$ cat src/rtl/alu_share_ctrl.sv
// ----------------------------------------------------------------------------
// alu_share_ctrl
//
// Shares one combinational ALU between NUM_REQ requesters. A round-robin
// arbiter picks one pending request while idle. The winner's operands are
// registered onto the ALU inputs. The ALU result is captured one cycle later
// and returned, together with the requester index, on a response channel.
//
// Handshake semantics (both channels): a transfer happens on a rising clock
// edge where valid and ready are both high. A requester holds req_valid and
// its operands stable until it sees its req_ready bit. The controller holds
// resp_valid, resp_data, resp_id and resp_err stable until resp_ready.
//
// Optional feature, compile-time macro ALU_SHARE_CTRL_OPCHECK_EN:
//   defined   - an opcode above MAX_OP is still accepted. It is sent to the
//               ALU as 0, and its response carries resp_data = 0 and
//               resp_err = 1.
//   undefined - the opcode passes through unchanged and resp_err is tied 0.
//
// Ports:
//   clk, rst_n        clock (rising edge), asynchronous active-low reset
//   req_valid/ready   per-requester request handshake (ready one-hot or 0)
//   req_a/b/sel       packed operands; requester i owns slice i
//   resp_valid/ready  response handshake
//   resp_data/id/err  result, owning requester index, illegal-opcode flag
//   alu_a/b/sel       registered ALU inputs
//   alu_y             ALU result
//   busy              high whenever the FSM is not IDLE
//   state_dbg         current FSM state (0 IDLE, 1 EXEC, 2 RESP)
// ----------------------------------------------------------------------------
module alu_share_ctrl #(
    parameter int NUM_REQ = 2,
    parameter int WIDTH   = 4,
    parameter int SEL_W   = 3,
    parameter int MAX_OP  = 4,
    parameter int ID_W    = 1
) (
    input  logic                     clk,
    input  logic                     rst_n,
    input  logic [NUM_REQ-1:0]       req_valid,
    output logic [NUM_REQ-1:0]       req_ready,
    input  logic [NUM_REQ*WIDTH-1:0] req_a,
    input  logic [NUM_REQ*WIDTH-1:0] req_b,
    input  logic [NUM_REQ*SEL_W-1:0] req_sel,
    output logic                     resp_valid,
    input  logic                     resp_ready,
    output logic [WIDTH-1:0]         resp_data,
    output logic [ID_W-1:0]          resp_id,
    output logic                     resp_err,
    output logic [WIDTH-1:0]         alu_a,
    output logic [WIDTH-1:0]         alu_b,
    output logic [SEL_W-1:0]         alu_sel,
    input  logic [WIDTH-1:0]         alu_y,
    output logic                     busy,
    output logic [1:0]               state_dbg
);

    typedef enum logic [1:0] {
        IDLE = 2'd0,
        EXEC = 2'd1,
        RESP = 2'd2
    } state_t;

    state_t          state;
    logic [ID_W-1:0] rr_ptr;
    logic [ID_W-1:0] id_q;

    logic            gnt_found;
    logic [ID_W-1:0] gnt_idx;
    logic [ID_W-1:0] cand;
    logic [ID_W-1:0] next_ptr;
    logic [SEL_W-1:0] sel_in;

    assign state_dbg = state;

    // Round-robin search: the first valid requester at or above rr_ptr,
    // wrapping past NUM_REQ-1 back to 0.
    always_comb begin
        gnt_found = 1'b0;
        gnt_idx   = '0;
        cand      = '0;
        for (int k = 0; k < NUM_REQ; k++) begin
            cand = ID_W'((int'(rr_ptr) + k) % NUM_REQ);
            if (!gnt_found && req_valid[cand]) begin
                gnt_found = 1'b1;
                gnt_idx   = cand;
            end
        end
    end

    assign next_ptr = (gnt_idx == ID_W'(NUM_REQ - 1)) ? '0 : gnt_idx + 1'b1;
    assign sel_in   = req_sel[gnt_idx*SEL_W +: SEL_W];

    // The request is accepted in the same cycle it is seen while idle. The
    // ready is masked during reset so that every output reads 0 then.
    always_comb begin
        req_ready = '0;
        if (rst_n && (state == IDLE) && gnt_found) begin
            req_ready[gnt_idx] = 1'b1;
        end
    end

`ifdef ALU_SHARE_CTRL_OPCHECK_EN
    logic sel_bad;
    logic err_q;

    assign sel_bad = (sel_in > SEL_W'(MAX_OP));

    always_ff @(posedge clk or negedge rst_n) begin
        if (!rst_n) begin
            err_q    <= 1'b0;
            resp_err <= 1'b0;
        end else begin
            if ((state == IDLE) && gnt_found) begin
                err_q <= sel_bad;
            end
            if (state == EXEC) begin
                resp_err <= err_q;
            end
        end
    end
`else
    assign resp_err = 1'b0;
`endif

    always_ff @(posedge clk or negedge rst_n) begin
        if (!rst_n) begin
            state      <= IDLE;
            rr_ptr     <= '0;
            id_q       <= '0;
            alu_a      <= '0;
            alu_b      <= '0;
            alu_sel    <= '0;
            resp_valid <= 1'b0;
            resp_data  <= '0;
            resp_id    <= '0;
            busy       <= 1'b0;
        end else begin
            case (state)
                IDLE: begin
                    if (gnt_found) begin
                        // ALU inputs change only here, so they stay stable
                        // for the whole operation.
                        alu_a  <= req_a[gnt_idx*WIDTH +: WIDTH];
                        alu_b  <= req_b[gnt_idx*WIDTH +: WIDTH];
`ifdef ALU_SHARE_CTRL_OPCHECK_EN
                        alu_sel <= sel_bad ? '0 : sel_in;
`else
                        alu_sel <= sel_in;
`endif
                        id_q   <= gnt_idx;
                        rr_ptr <= next_ptr;
                        busy   <= 1'b1;
                        state  <= EXEC;
                    end
                end
                EXEC: begin
`ifdef ALU_SHARE_CTRL_OPCHECK_EN
                    resp_data <= err_q ? '0 : alu_y;
`else
                    resp_data <= alu_y;
`endif
                    resp_id    <= id_q;
                    resp_valid <= 1'b1;
                    state      <= RESP;
                end
                RESP: begin
                    // resp_data/resp_id keep their values after the handshake.
                    if (resp_ready) begin
                        resp_valid <= 1'b0;
                        busy       <= 1'b0;
                        state      <= IDLE;
                    end
                end
                default: begin
                    resp_valid <= 1'b0;
                    busy       <= 1'b0;
                    state      <= IDLE;
                end
            endcase
        end
    end

endmodule
$ cat config.mk
export PLATFORM = sky130hd
export DESIGN_NAME = alu_share_ctrl
export DESIGN_NICKNAME = d
export VERILOG_FILES = /design/src/rtl/alu_share_ctrl.sv
export SDC_FILE = /design/constraint.sdc
export NUM_CORES = 1
export LEC_CHECK = 0
export ABC_AREA = 1
export BUFFER_PORTS_ARGS = -buffer_cell sky130_fd_sc_hd__buf_2
export CELL_PAD_IN_SITES_DETAIL_PLACEMENT = 1
export CELL_PAD_IN_SITES_GLOBAL_PLACEMENT = 2
export CORE_UTILIZATION = 26
export CTS_CLUSTER_DIAMETER = 150
export DETAILED_ROUTE_END_ITERATION = 10
export PLACE_DENSITY_LB_ADDON = 0.25
export SLEW_MARGIN = 10
export SYNTH_ARGS = -nofsm -noshare
export SYNTH_HDL_FRONTEND = slang
export SYNTH_SLANG_ARGS = --single-unit
$ cat constraint.sdc
create_clock -name clk -period 2.1 [get_ports clk]
set_input_delay 0.525 -clock clk [delete_from_list [all_inputs] [get_ports clk]]
set_output_delay 0.525 -clock clk [all_outputs]
set_load 0.02 [all_outputs]
After elaboration in Yosys (flattened, before gate mapping). Cells that the tools add are included.

Latch bits: 0. Memories kept: 0. Register bits after elaboration: 22. Memory bits (writable): 0. Logic and storage cells: 55. Output and inout bits: 23. Bits of input ports: 31. Bits in read-only memories: 0.

Divide/modulo/power cells: 0. Eq/ne operators: 4. $mul: 1. Shift-type cells: 3. Bitwise gates (word level): 2. Add/subtract/negate cells: 2. Multiplexer cells: 19. Magnitude comparators: 4. Reduce and logical (&&, ||, !) cells: 10.

Operators by type and width (number): indexed part select 8 x 4 -> 4 bit (2); 2-to-1 mux 1 bit (12); less-than comparator 1 x 2 -> 1 bit (second input constant) (3); 2-to-1 mux 2 bit (3); one-hot mux 1 bit (3 select lines) (2); one-hot mux 2 bit (3 select lines) (1); AND reduction 2 bit (3); indexed part select 6 x 4 -> 3 bit (1); logical AND 1 bit (4); != test 2 bit (second input constant) (2); multiplier 1 x 2 -> 3 bit (second input constant) (1); AND reduction 3 bit (1); adder 1 bit (second input constant) (2); == test 2 x 1 -> 1 bit (second input constant) (1); == test 2 bit (second input constant) (1); zero test 2 bit (1); inverter 1 bit (2); demux 1 bit (select 1 bit) (1); >= comparator 1 bit (second input constant) (1); zero test 1 bit (1).

Longest topological paths before layout. Gate-level depths: netlist of the first run.

Word-level depth: 11. Depth in mapped cells: 7. Depth with buffers taken out: 5.

Least setup slack after synthesis of the first run. Ideal clock, no wire load.

Kind: reg-to-output. Start point: register state[0] (netlist: state_dbg[0]). End point: output req_ready[0]. Slack: 0.365 ns. Arrival time: 1.210 ns. Buffers on the path: 1. Data required time: 1.575 ns. Cell stages (with the launch flop): 7. Cells stage by stage: dfrtp_1 buf_6 inv_2 nand2_2 nor2_4 nand2_1 nor2_1.

Longest elaborated chain between the ends: 4.

RTL lines: start: declaration (RTL line 64) `state_t state;`; start signal: assignment (RTL line 128) `state <= IDLE;`; start signal: assignment (RTL line 154) `state <= EXEC;`; start signal: assignment (RTL line 165) `state <= RESP;`; zero test 2 bit (RTL line 98) `if (rst_n && (state == IDLE) && gnt_found) begin`; logical AND 1 bit (2 in series) (RTL line 98); 2-to-1 mux 2 bit (RTL line 98); end: declaration (RTL line 41) `output logic [NUM_REQ-1:0] req_ready,`.

Every way passes these cells.

Final worst setup path of the first run.
Start point: register state[1] (netlist: state_dbg[1]). End point: output req_ready[0].

The elaborated chain is that of the path after synthesis.

==> reports/qor.yml, run 1 <==
gp_congestion: 0.747
regToRegStartpoint: "state_dbg[0]$_DFFE_PN0P_"
netlist-cell-type-count: 19
count_of_buffers_inserted_at_the_top_level_ports: 52
detailedPlace.worstSlack_ps: 16.8
core_region_area_um2: 3800
first_pass_grt_wire_length_um: 5310
maxCapViolCount: 0
worstReg2RegEnd: "alu_a[2]$_DFFE_PN0P_"
cts_made_buffers: 3
per_instance_average_area_after_synthesis_um2: 9.02
antenna_found_initial: 0
yosys_warnings: 0
layout_cell_share_with_drive_strength_beyond_1_pct: 44.2
cp.required_ps: 1570
placed_cells_incl_taps: 216
max-clock-path-buffers: 2
final_routed_wirelength_um: 3130
via_count: 1029
cts.sink_count: 22
dr.pass1.iters: 3
p_leak_uw: 0.000761
wire_per_inst_um: 14.2
summed_instance_area_of_the_synthesized_netlist_um2: 1060
ys_seq_area_share_pct: 51.7
final-hold-violation-count: 0
start_util_pct: 28.0
flow.area_growth_from_synthesis_pct: 33.7
layout_nets: 205
clockRootBuffer: "sky130_fd_sc_hd__clkbuf_8"
layout.cells.most_common_list: "sky130_fd_sc_hd__buf_2, sky130_fd_sc_hd__nand2_1, sky130_fd_sc_hd__nand3_1, sky130_fd_sc_hd__dfrtp_1, sky130_fd_sc_hd__nand4_1"
cp_cell_sequence: "inv_2, nand2_2, nor2_4, nand2_1, nor2_1, buf_2"
insertedDiodeCount: 0
report.final.setup_viol: 0
fp-row-count: 22
rsz0062_at_grt: "no"
post-route-cell-area_um2: 1420
clk-insertion-delay-late_ps: 260
timing.setup.critical_path_class: "flop to output port"
fin_setup_tns_ps: 0
max_freq_mhz: 526
die_area_um2: 4360
min_period_over_period_pct: 90.6
grt_pass1_vias: 1107
drt_iter0_markers: 56
finalMaxSlewViolations: 0
run_status: "complete, no violations"
critical_path.startpoint_type: "flop"
cp_top_family: "flip-flops"
drc: 0
critical-path-slowest-cell: "sky130_fd_sc_hd__dfrtp_1"
timing.slew.headroom_pct: 62.7
layout.cells.most_common: "sky130_fd_sc_hd__buf_2"
tritoncts_clock_tree: "done"
timing.clock.skew_ps: 2.71
cp-startpoint: "state_dbg[1]$_DFFE_PN0P_"
fin_ws_ps: 197
critPathCaptureType: "output port"
cts_hold_buffers: 0
synthesis.instances: 118
route.detailed.vias_per_inst: 4.68
dieHeight_um: 66.0
maximum_number_of_pins_on_one_net_before_global_route_repair: 23
max_stage_delay_ps: 450
timing.critical_path.arrival_ps: 1380
min_period_ps: 1900
worst-path-buf-inv: 2
htree_num_levels: 1
place_area_um2: 1380
grt-ovfl-total: 0
final_cells: 220
r2r_cells: 6
path_max_fanout: 6
grt_use_total_pct: 16.4
hp-class: "input port to asynchronous set/reset pin"
power_density_nw_per_um2: 1530
cts.clk_slew.worst_paths_ps: 80
hpwl_um: 2320
worstMarginPinSlew_ps: 559
synth.ff_latch_count: 22
pin_count: 54
detail-route-antenna-nets: 0
synth_fp_nets: 149
die_width_um: 66.0
reg2reg_setup_slack_ps: 730
vdd.ir_drop.worst_mv: 0.536
## worst max path at each step
stage	endpoint	slack (ps)	cells past startpoint
global placement	req_ready[0]	110	6
finish	req_ready[0]	200	6
global route	req_ready[0]	100	6
floorplan	req_ready[0]	360	6
detailed placement	req_ready[0]	20	6
CTS	req_ready[0]	180	6
## flip-flops by register name, summed over array words and instances (netlist names), 2 cells and up
signal / count
resp_data: 4
alu_sel: 3
alu_b: 4
state_dbg: 2
alu_a: 4
## Yosys cell counts
master                      n  share of area (%)
sky130_fd_sc_hd__nand3_2    7                6.6
sky130_fd_sc_hd__conb_1     1               0.35
sky130_fd_sc_hd__nor2_1     2               0.71
sky130_fd_sc_hd__o21ai_1    2               0.94
sky130_fd_sc_hd__nor2_2     1               0.59
sky130_fd_sc_hd__buf_2      2               0.94
sky130_fd_sc_hd__clkbuf_1   2               0.71
sky130_fd_sc_hd__nand3_1   22                 10
sky130_fd_sc_hd__o21ai_0    2               0.94
sky130_fd_sc_hd__inv_2      2               0.71
sky130_fd_sc_hd__dfrtp_1   22                 52
sky130_fd_sc_hd__nand2_2    1               0.59
sky130_fd_sc_hd__nor2_4     2                2.1
sky130_fd_sc_hd__buf_4      2                1.4
sky130_fd_sc_hd__o21ai_2    1               0.82
sky130_fd_sc_hd__nand2_1   29                 10
sky130_fd_sc_hd__buf_6      2                2.1
sky130_fd_sc_hd__inv_1      5                1.8
sky130_fd_sc_hd__nand4_1   11                6.5
## kinds of logic (layout without fill, tap and decap cells)
logic type             count (synthesis)  count (layout)  share of synthesized area (%)
and+or+nand+nor                       75              75                           37.6
DFF                                   22              22                           51.7
buffers and inverters                 15              69                           7.64
AOI/OAI and AO/OA                      5               5                           2.70
other                                  1               1                          0.352
## power by group
group	internal, uW	switching [uW]
logic	396	772
registers	636	116
clock network	128	134
total	1160	1020
## per-stage QoR
stage | utilization (%) | hold slack, ps | total power, uW
after floorplan | - | 229 | 1550
after global placement | 36.2 | 452 | 1900
after detailed placement | 36.2 | 457 | 1940
after CTS | 37.5 | 250 | 2230
after global routing | 37.5 | 272 | 2380
final | 37.5 | 249 | 2180
## what timing repair did
item,4_1_cts,5_1_grt
buffers inserted,1,0
resized for setup,0,0
setup endpoints to repair,1,0
## area by class of cell
| type | instances | area, um2 |
|---|---|---|
| clock buffers | 3 | 41.3 |
| flip-flops and latches | 22 | 551 |
| inverters | 7 | 26.3 |
| repair buffers | 59 | 313 |
| multi-input cells | 81 | 433 |
| fillers | 480 | 2370 |
| well taps | 48 | 60.1 |
## per-layer routing
metal / global-route usage, % / vias to the layer above / wire, um
met4: 6.38 / 0 / 48
met1: 21.5 / 494 / 1480
met5: 0 / - / 0
li1: - / 502 / -
met3: 2.24 / 5 / 118
met2: 27.2 / 28 / 1480
Power figures use the tool's default switching activity.
==> run 2: changes to the inputs <==
Settings changed: RECOVER_POWER set to 50.
==> run 2 against run 1 <==
Clock power is essentially flat. Final area decreased by 0.79%. First-iteration DRC count fell by 16%. Setup slack gained 6.2 ps. Final cell count did not move. Die area is the same. Power decreased by 0.82%. Global-route usage unchanged. Maximum frequency rose by 0.33%. Highest routed layer unchanged.
==> reports/qor.yml, run 2 (same netlist as run 1, synthesis figures left out) <==
run_status: "complete, no violations"
rsz0062_at_grt: "no"
hp-class: "flop to flop"
insertedDiodeCount: 0
netSwitchingFraction_pct: 46.9
vdd.ir_drop.worst_mv: 0.533
timing.clock.skew_ps: 2.70
fp-row-count: 22
clockRootBuffer: "sky130_fd_sc_hd__clkbuf_8"
cts.clk_slew.worst_paths_ps: 70
max_freq_mhz: 527
layout.cells.most_common: "sky130_fd_sc_hd__buf_2"
antenna_found_initial: 0
final_routed_wirelength_um: 3130
route.detailed.vias_per_inst: 4.69
cts_made_buffers: 3
highest-signal-layer: "met4"
met2WireLength_um: 1490
count_of_buffers_inserted_at_the_top_level_ports: 52
min_period_over_period_pct: 90.3
critical_path.startpoint_type: "flop"
cts_hold_buffers: 0
max-clock-path-buffers: 2
worstMarginPinSlew_ps: 1290
critPathCaptureType: "output port"
timing.slew.headroom_pct: 14.0
timing.critical_path.arrival_ps: 1370
wire_per_inst_um: 14.2
p_total_uw: 2160
cell_internal_pwr_uw: 1150
timing.setup.critical_path_class: "flop to output port"
grt_use_total_pct: 16.4
reg.largest.list: "alu_a: 4 flops, alu_b: 4 flops, resp_data: 4 flops"
pin_count: 54
combinationalPowerShare_pct: 53.1
drt_iter0_markers: 47
p_leak_uw: 0.000753
layout_cell_share_with_drive_strength_beyond_1_pct: 42.4
dr.pass1.iters: 3
switching_power_uw: 1020
hpwl_um: 2320
p_clk_share_pct: 12.1
path_max_fanout: 6
layout_nets: 205
met3_routed_length_um: 118
via_count: 1032
finalMaxSlewViolations: 0
gp_congestion: 0.747
core_region_area_um2: 3800
wirelength_met1_um: 1470
detail-route-antenna-nets: 0
power_density_nw_per_um2: 1530
cts.sink_count: 22
cp.required_ps: 1570
drc: 0
first_pass_grt_wire_length_um: 5310
start_util_pct: 28.0
htree_num_levels: 1
tritoncts_clock_tree: "done"
grt-ovfl-total: 0
final.hold.worst_slack_ps: 468
dieHeight_um: 66.0
final-hold-violation-count: 0
report.final.setup_viol: 0
reg2reg_setup_slack_ps: 420
die_area_um2: 4360
min_period_ps: 1900
fin_setup_tns_ps: 0
flow.area_growth_from_synthesis_pct: 32.7
seqPwrFrac_pct: 34.7
fillers: 484
layout.cells.most_common_list: "sky130_fd_sc_hd__buf_2, sky130_fd_sc_hd__nand2_1, sky130_fd_sc_hd__nand3_1, sky130_fd_sc_hd__dfrtp_1, sky130_fd_sc_hd__nand4_1"
clk-insertion-delay-late_ps: 260
maximum_number_of_pins_on_one_net_before_global_route_repair: 23
grt_pass1_vias: 1107
maxCapViolCount: 0
die_width_um: 66.0
## run 2: final cells by class
class                           instances  area, um2  share of cell area, %
Timing Repair Buffer                   59        305                   21.6
Inverter                                7       26.3                   1.86
Clock buffer                            3       41.3                   2.92
Tap cell                               48       60.1                   4.25
Sequential cell                        22        551                   39.0
Multi-Input combinational cell         81        429                   30.4
## run 2: final timing paths
| check | from | end | depth (start not counted) |
|---|---|---|---|
| setup reg to reg | state_dbg[1]$_DFFE_PN0P_ | alu_sel[2]$_DFFE_PN0P_ | 6 |
| hold reg to reg | resp_data[3]$_DFFE_PN0P_ | resp_data[3]$_DFFE_PN0P_ | 2 |
| min in group asynchronous | rst_n | alu_b[0]$_DFFE_PN0P_ | 2 |
| max in group asynchronous | rst_n | busy$_DFFE_PN0P_ | 2 |
| hold / removal | resp_data[3]$_DFFE_PN0P_ | resp_data[3]$_DFFE_PN0P_ | 2 |
| setup / recovery | state_dbg[1]$_DFFE_PN0P_ | req_ready[0] | 6 |
## run 2: per-layer routing
layer / global-route usage (%) / vias to the layer above
met2: 27.2 / 28
met4: 6.38 / 0
met5: 0 / -
met3: 2.24 / 5
met1: 21.5 / 497
li1: - / 502
## run 2: worst max-delay path: stages, from the launching register on
cell	delay [ps]
sky130_fd_sc_hd__dfrtp_1	450
sky130_fd_sc_hd__inv_2	140
sky130_fd_sc_hd__nand2_2	70
sky130_fd_sc_hd__nor2_4	110
sky130_fd_sc_hd__nand2_1	70
sky130_fd_sc_hd__nor2_1	100
sky130_fd_sc_hd__buf_2	170
## run 2: timing repair
action	CTS	global route
endpoints found under the setup margin	1	0
gates resized for setup	0	0
buffers inserted	1	0
## run 2: metrics by stage
stage               setup WS [ps]  utilization [%]  std cells  area, um2
global placement              109             36.2        216       1380
global route                  108             37.2        220       1410
detailed placement           16.8             36.2        216       1380
CTS                           179             37.5        220       1420
floorplan                     365                -        118       1060
finish                        204             37.2        220       1410
## run 2: power groups by stage
stage | sequential, uW | clock [uW] | combinational (uW)
after CTS | 756 | 277 | 1200
after detailed placement | 761 | 0 | 1180
after global routing | 785 | 293 | 1280
after global placement | 748 | 0 | 1150
final | 752 | 262 | 1150
after floorplan | 986 | 0 | 561
==> run 3: changes to the inputs <==
Settings changed: CTS_BUF_LIST set to sky130_fd_sc_hd__clkbuf_16, CTS_CLUSTER_DIAMETER 150 to not set.
==> run 3 against run 2 <==
Sequential power hardly changed. Register-to-register slack worse by 20 ps. Clock power is 56% higher. Final cell count stayed put. Sequential cell count stayed put. Highest routed layer unchanged.
==> reports/qor.yml, run 3 (same netlist as run 1, synthesis figures left out) <==
detail-route-antenna-nets: 0
max_stage_delay_ps: 440
cts_hold_buffers: 0
fp-row-count: 22
dieHeight_um: 66.0
rsz0062_at_grt: "no"
cts.repair_timing.setup_buffer_count: 1
cts_made_buffers: 3
timing.critical_path.arrival_ps: 1360
via_count: 1042
run_status: "complete, no violations"
htree_num_levels: 1
count_of_buffers_inserted_at_the_top_level_ports: 52
final-hold-violation-count: 0
route.detailed.vias_per_inst: 4.74
gp_congestion: 0.747
vdd.ir_drop.worst_mv: 0.539
path_max_fanout: 6
worstMarginPinSlew_ps: 1240
flow.area_growth_from_synthesis_pct: 36.1
start_util_pct: 28.0
drc: 0
maxCapViolCount: 0
die_width_um: 66.0
timing.clock.skew_ps: 4.60
critPathCaptureType: "output port"
fin_setup_tns_ps: 0
cp_cell_sequence: "inv_2, nand2_2, nor2_4, nand2_1, nor2_1, buf_2"
timing.slew.headroom_pct: 17.1
antenna_found_initial: 0
final_routed_wirelength_um: 3180
reg.largest.list: "alu_a: 4 flops, alu_b: 4 flops, resp_data: 4 flops"
layout.cells.most_common: "sky130_fd_sc_hd__buf_2"
report.final.setup_viol: 0
max_freq_mhz: 531
timing.setup.critical_path_class: "flop to output port"
hp-class: "flop to flop"
dr.pass1.iters: 2
min_period_over_period_pct: 89.8
max-clock-path-buffers: 2
wire_per_inst_um: 14.5
postCtsResizedCells: 0
pin_count: 54
layout.cells.most_common_list: "sky130_fd_sc_hd__buf_2, sky130_fd_sc_hd__nand2_1, sky130_fd_sc_hd__nand3_1, sky130_fd_sc_hd__dfrtp_1, sky130_fd_sc_hd__nand4_1"
drt_iter0_markers: 66
cp.required_ps: 1570
cts.clk_slew.worst_paths_ps: 60
insertedDiodeCount: 0
die_area_um2: 4360
power_density_nw_per_um2: 1600
critical-path-slowest-cell: "sky130_fd_sc_hd__dfrtp_1"
grt-ovfl-total: 0
core_region_area_um2: 3800
layout_cell_share_with_drive_strength_beyond_1_pct: 42.4
hpwl_um: 2320
p_leak_uw: 0.000766
final_core_util_pct: 38.1
clk-insertion-delay-late_ps: 260
final.hold.worst_slack_ps: 464
min_period_ps: 1890
grt_use_total_pct: 16.8
critical_path.startpoint_type: "flop"
finalMaxSlewViolations: 0
layout_nets: 205
clockRootBuffer: "sky130_fd_sc_hd__clkbuf_16"
tritoncts_clock_tree: "done"
first_pass_grt_wire_length_um: 5420
maximum_number_of_pins_on_one_net_before_global_route_repair: 23
grt_pass1_vias: 1107
cts.sink_count: 22
[run 3: changes by cell type in the layout (fill, tap and decap cells not counted), sizes merged]
cell	before	now
buf	57	56
clkbuf	5	6
[run 3: worst max-delay path, delay by kind of cell (launching register included)]
kind,cells,cell delay (ps)
flops,1,440
simple gates,4,350
buf+inv,2,310
[run 3: metrics by stage]
step                setup slack [ps]  total power [uW]  area (um2)  std cells
global route                     128              2510        1450        220
CTS                              191              2370        1460        220
global placement                 109              1900        1380        216
finish                           215              2320        1450        220
floorplan                        365              1550        1060        118
detailed placement              16.8              1940        1380        216
[run 3: cell type report]
class | count | area (um2)
Clock buffer | 3 | 75.1
Fill cell | 476 | 2350
Inverter | 7 | 26.3
Multi-Input combinational cell | 81 | 433
Sequential cell | 22 | 551
Tap cell | 48 | 60.1
Timing Repair Buffer | 59 | 304
[run 3: power by group]
part	total (uW)	switching, uW	internal [uW]
clock	409	157	252
sequential	755	118	637
combinational	1150	770	383
[run 3: path summary, 6_finish.rpt]
| path | start | cells after the start | end | slack [ps] |
|---|---|---|---|---|
| min reg2reg | resp_data[3]$_DFFE_PN0P_ | 2 | resp_data[3]$_DFFE_PN0P_ | 460 |
| min in group asynchronous | rst_n | 2 | id_q$_DFFE_PN0P_ | 620 |
| max reg2reg | state_dbg[1]$_DFFE_PN0P_ | 6 | alu_sel[2]$_DFFE_PN0P_ | 400 |
| max in group asynchronous | rst_n | 2 | resp_data[2]$_DFFE_PN0P_ | 750 |
| min | resp_data[3]$_DFFE_PN0P_ | 2 | resp_data[3]$_DFFE_PN0P_ | 460 |
| max | state_dbg[1]$_DFFE_PN0P_ | 6 | req_ready[0] | 220 |
[run 3: per-layer routing]
layer | routed length, um | track usage, % | up-vias | share of wire [%]
met4 | 53 | 7.18 | 0 | 1.7
li1 | - | - | 506 | -
met3 | 124 | 2.24 | 6 | 3.9
met1 | 1470 | 21.1 | 502 | 46
met5 | 0 | 0 | - | 0
met2 | 1540 | 28.6 | 28 | 48
